### config.mk
export PLATFORM = sky130hd
export DESIGN_NAME = sobel_out_packer
export DESIGN_NICKNAME = d
export VERILOG_FILES = /design/src/rtl/sobel_out_packer.sv
export SDC_FILE = /design/constraint.sdc
export NUM_CORES = 1
export LEC_CHECK = 0
export CAP_MARGIN = 40
export CORE_MARGIN = 2
export CORE_UTILIZATION = 50
export DETAILED_ROUTE_END_ITERATION = 10
export GPL_TIMING_DRIVEN = 0
export PLACE_DENSITY_LB_ADDON = 0.25
export SYNTH_ARGS = -nofsm -noshare
export SYNTH_HDL_FRONTEND = slang
export SYNTH_SLANG_ARGS = --single-unit
### constraint.sdc
create_clock -name clk -period 3.9 [get_ports clk]
set_input_delay 0.78 -clock clk [delete_from_list [all_inputs] [get_ports clk]]
set_output_delay 0.78 -clock clk [all_outputs]
set_load 0.02 [all_outputs]
### src/rtl/sobel_out_packer.sv
// sobel_out_packer: packs per-beat Sobel magnitudes into 64-bit SRAM2 words and sequences frame addresses.
// Optional direction packing into SRAM3 is enabled by defining SOBEL_DIR_OUT_EN.
module sobel_out_packer #(
    parameter int BASEADDR2   = 0,
    parameter int BASEADDR3   = 0,
    parameter int FRAME_WORDS = 32768
) (
    input  logic        clk,
    input  logic        reset,
    input  logic        startEn,
    input  logic        pixValid,
    input  logic [31:0] magIn,
    input  logic [7:0]  dirIn,
    input  logic        frameEnd,
    output logic        we2,
    output logic [19:0] write_addr2,
    output logic [63:0] data2,
    output logic        we3,
    output logic [19:0] write_addr3,
    output logic [63:0] data3,
    output logic        busy,
    output logic        frameDone
);
    typedef enum logic [1:0] {IDLE, RUN, FLUSH, DONE} state_t;

    localparam logic [19:0] BASE2 = 20'(BASEADDR2);
    localparam logic [19:0] LAST  = 20'(FRAME_WORDS - 1);

    state_t      r_state, w_next;
    logic        r_phase;
    logic [31:0] r_half;
    logic [19:0] r_cnt;
    logic        r_we2;
    logic [19:0] r_addr2;
    logic [63:0] r_data2;
    logic        r_busy;
    logic        r_done;
    logic        w_beat;
    logic        w_last;

    assign w_beat = r_state == RUN && pixValid;
    assign w_last = w_beat && r_phase && r_cnt == LAST;

    always_ff @(posedge clk or negedge reset) begin
        if (!reset) r_state <= IDLE;
        else        r_state <= w_next;
    end

    always_comb begin
        w_next = r_state;
        case (r_state)
            IDLE:    w_next = startEn ? RUN : IDLE;
            RUN:     w_next = w_last ? DONE : frameEnd ? FLUSH : RUN;
            FLUSH:   w_next = DONE;
            default: w_next = IDLE;
        endcase
    end

    // Address advances on the edge after a write so address and data stay aligned while we2 is high.
    always_ff @(posedge clk or negedge reset) begin
        if (!reset) begin
            r_phase <= 1'b0;
            r_half  <= '0;
            r_cnt   <= '0;
            r_we2   <= 1'b0;
            r_addr2 <= BASE2;
            r_data2 <= '0;
            r_busy  <= 1'b0;
            r_done  <= 1'b0;
        end else begin
            r_we2  <= 1'b0;
            r_done <= 1'b0;
            if (r_we2) r_addr2 <= r_addr2 + 20'd1;
            if (r_state == IDLE && startEn) begin
                r_busy  <= 1'b1;
                r_cnt   <= '0;
                r_phase <= 1'b0;
            end
            if (w_beat) begin
                r_phase <= ~r_phase;
                if (r_phase) begin
                    r_data2 <= {r_half, magIn};
                    r_we2   <= 1'b1;
                    r_cnt   <= r_cnt + 20'd1;
                end else begin
                    r_half <= magIn;
                end
            end
            if (r_state == FLUSH && r_phase) begin
                r_data2 <= {r_half, 32'h0};
                r_we2   <= 1'b1;
                r_phase <= 1'b0;
            end
            if (r_state == DONE) begin
                r_busy  <= 1'b0;
                r_done  <= 1'b1;
                r_addr2 <= BASE2;
            end
        end
    end

    assign we2         = r_we2;
    assign write_addr2 = r_addr2;
    assign data2       = r_data2;
    assign busy        = r_busy;
    assign frameDone   = r_done;

`ifdef SOBEL_DIR_OUT_EN
    localparam logic [19:0] BASE3 = 20'(BASEADDR3);

    logic [63:0] r_dir;
    logic [2:0]  r_dcnt;
    logic        r_we3;
    logic [19:0] r_addr3;
    logic [63:0] r_data3;
    logic [63:0] w_dir;

    // Beat k of a word lands in byte 7-k, so the first direction sits in [63:56].
    assign w_dir = r_dir | ({56'd0, dirIn} << {3'd7 - r_dcnt, 3'b000});

    always_ff @(posedge clk or negedge reset) begin
        if (!reset) begin
            r_dir   <= '0;
            r_dcnt  <= '0;
            r_we3   <= 1'b0;
            r_addr3 <= BASE3;
            r_data3 <= '0;
        end else begin
            r_we3 <= 1'b0;
            if (r_we3) r_addr3 <= r_addr3 + 20'd1;
            if (r_state == IDLE && startEn) begin
                r_dir  <= '0;
                r_dcnt <= '0;
            end else if (w_beat) begin
                r_dcnt <= r_dcnt + 3'd1;
                if (r_dcnt == 3'd7) begin
                    r_data3 <= w_dir;
                    r_we3   <= 1'b1;
                    r_dir   <= '0;
                end else begin
                    r_dir <= w_dir;
                end
            end else if (r_state == FLUSH && r_dcnt != 3'd0) begin
                r_data3 <= r_dir;
                r_we3   <= 1'b1;
                r_dir   <= '0;
                r_dcnt  <= '0;
            end else if (r_state == DONE) begin
                r_addr3 <= BASE3;
            end
        end
    end

    assign we3         = r_we3;
    assign write_addr3 = r_addr3;
    assign data3       = r_data3;
`else
    logic w_unused;

    assign w_unused    = ^{dirIn, BASEADDR3};
    assign we3         = 1'b0;
    assign write_addr3 = '0;
    assign data3       = '0;
`endif
endmodule

==> results.md <==
- Synth Cell Area: ~6600 µm²
- Die H: about 120 µm
- Seq/Total Area, Yosys: 54.2%
- Synthesized flop and latch total: 142
- Post-placement cell area: between 8000 and 9000 µm²
- HPWL Detailed: between 10 and 15 mm
- Skew final: approximately 0.0077 ns
- Reg clk slew, reported paths: 0.06 ns
- Number of fillers in the final layout: ~930
- Critical path's top delay family: buffers and inverters
- Yosys cell types: 48
- Die width: 119 µm
- Die Footprint: between 10000 and 15000 µm²
- Post-CTS Setup Repair Bufs: 0
- Fraction of registers with async set/reset: 100%
- N_diodes: 0
- Root Buffer: clkbuf_16
- Slew @ Worst Pin: just over 0.8 ns
- # H-tree levels: 4
- Hold WC Path Type: in -> async
- Critical path class: in -> reg
- Final Instance Area: 8950 µm²
- RSZ-0062 raised after global routing: false
- Cts bufs inserted: 17
- Fmax achieved: about 390 MHz
- CP Cell Sequence: clkdlybuf4s50_1, nand2_1, nor3_1, buf_2, mux2_2
- Fin Hold WS: 0.335 ns
- Status: finished, final reports clean
- Count leader, synth: dfrtp_1
- Slew Limit Headroom: 44.4%
- Detail Route Antenna Nets: 0
- Vias per Instance: between 4 and 5
- Final Slew Violations: 0
- CTS sink count: roughly 140
- CP max stage cell: nor3_1
- Core area: between 10000 and 15000 µm²
- Syn Area/Cell: 11.2 µm²
- Final wirelength: 15.1 mm
- DRC Markers: 0
- Crit path max fanout: 10
- # IOs: about 220
- Drt wl/cell: 15.1 µm
- Worst VDD drop: 0.000541 V
- Critical Path RT: around 4.2 ns
- Crit path launch type: input pin
- Vias in the first global route: approximately 5000
- Num rows: between 40 and 50
- Synth Instances: around 600
- CTS tree: done
- Top cells by count, synth: 142 x dfrtp_1, 85 x buf_4, 73 x nand2_1
- Worst skew pair latency: between 0.4 and 0.5 ns
- Max-Cap Viols: 0
- Setup crit end kind: flip-flop
- Layout cells sized above 1: a little under a quarter
- Yosys Warn Count: 0
- Area contributors post-synth: dfrtp_1 54%, buf_4 9.7%, mux2_2 9.3%
- Crit path buffers/inverters: 2
- Buffers on Ports: roughly 120
- Total grt overflow: 0
- Post-synth EDFFs: 0
- Dominant register cell in the synthesized netlist: dfrtp_1
- Fin. Hold Viols: 0
- PwrDens: around 700 nW/µm²
- Initial antenna violation count: 0
- RD Place Congestion: ~0.84
- Final #Nets: 860
- GRT Overall Usage: 22.2%
- Vias: 4896
- Cts-stage hold buffer count: 0
- TritonRoute pass-1 iters: 5
- Count of final setup violators: 0
- Initial DRC Count: between 200 and 250
- Pin count of the biggest net entering global routing: roughly 80
- First-pass GRT wire length: 24.7 mm
- Pleak: around 4 nW
- Tcrit/Tclk final: 66.4%
- Multi-input gate area: approximately 2600 µm²
- Final Util: a little over two thirds
- Area growth from synthesis to layout: 36.5%
- Register area: about 3600 µm²
- Starting density of the core: about half
- Post-synth top area cell: dfrtp_1
- Final critical-path required period: around 2.6 ns
- Post-CTS resize count: 0
- Crit-path max cell delay: ~0.64 ns
- Synth top area share: a little over half
- Bufs on Longest Clock Path: 2
- Crit path DAT: 2.90 ns
## final timing paths
| path | startpoint | to | slack (ns) | depth (start not counted) |
|---|---|---|---|---|
| setup / recovery | pixValid | r_half[12] | 1.31 | 5 |
| hold / removal | reset | r_cnt[10] | 0.34 | 1 |
| setup reg to reg | r_state[1] | r_half[12] | 1.71 | 4 |
| hold reg to reg | r_half[5] | r_half[5] | 0.49 | 1 |
| max in group asynchronous | reset | data2[7] | 2.76 | 2 |
| min in group clk | r_half[5] | r_half[5] | 0.49 | 1 |
## layout by cell type (no fill, tap or decap), drive strengths merged, types with 5 or more instances in the layout
cell type	instances
a21oi	37
a22o	7
and4	5
buf	103
clkbuf	26
clkdlybuf4s50	122
clkinv	6
conb	85
dfrtp	142
inv	9
mux2	64
nand2	73
nand3	13
nand4	14
nor2	26
nor3	9
nor4	6
o211ai	5
o21ai	9
o31ai	7
or3	9
xnor2	8
xor2	8
## where the power goes
part           total (mW)  internal (mW)  switching (mW)
Clock                1.63           1.01           0.618
Sequential           2.32           2.01           0.308
Combinational        2.32           1.15            1.18
## stage by stage
| step | cells | TNS, ns | setup WS [ns] | power (mW) |
|---|---|---|---|---|
| final | 998 | 0 | 1.31 | 6.26 |
| after global routing | 998 | 0 | 1.24 | 6.58 |
| after floorplan | 669 | 0 | 1.93 | 3.61 |
| after detailed placement | 966 | 0 | 0.889 | 4.66 |
| after CTS | 998 | 0 | 1.32 | 6.31 |
| after global placement | 964 | -475.17 | -3.35 | 4.56 |
## metal layers
metal	GRT usage, %	wire [µm]
met1	26.5	6010
met2	36.4	7490
met3	7.82	1250
met4	9.45	332
met5	0	0
## layout make-up
cell class / count / share of cell area (%)
repair buffers: 125 / 14.1
well taps: 172 / 2.40
plain buffers: 107 / 8.25
flip-flops and latches: 142 / 39.7
clock inverters: 13 / 1.83
inverters: 7 / 0.294
clock buffers: 19 / 4.84
multi-input cells: 413 / 28.6
## worst register-to-register path, delay by kind of cell, from the launching register on
kind,cells,cell delay (ns)
AND/OR/NAND/NOR,1,0.69
buffers and inverters,2,0.61
flip-flops,1,0.39
multiplexers,1,0.39
## cells by family (layout without fill, tap and decap cells)
logic type / after synthesis / after routing / share of synthesized area (%)
buffers and inverters: 114 / 271 / 11.7
DFF: 142 / 142 / 54.2
other: 1 / 85 / 0.0572
and+or+nand+nor: 168 / 168 / 13.0
adders and majority gates: 2 / 2 / 0.381
muxes: 68 / 68 / 11.6
AOI/OAI and AO/OA: 74 / 74 / 7.00
xor gates and xnor gates: 16 / 16 / 2.14
## registers in the layout (all words and copies together), names as in the netlist
signal / flops
r_state: 2
we2: 1
data2: 64
r_phase: 1
busy: 1
write_addr2: 20
r_half: 32
r_cnt: 20
frameDone: 1
No activity file was read; power rests on OpenSTA's default activity.
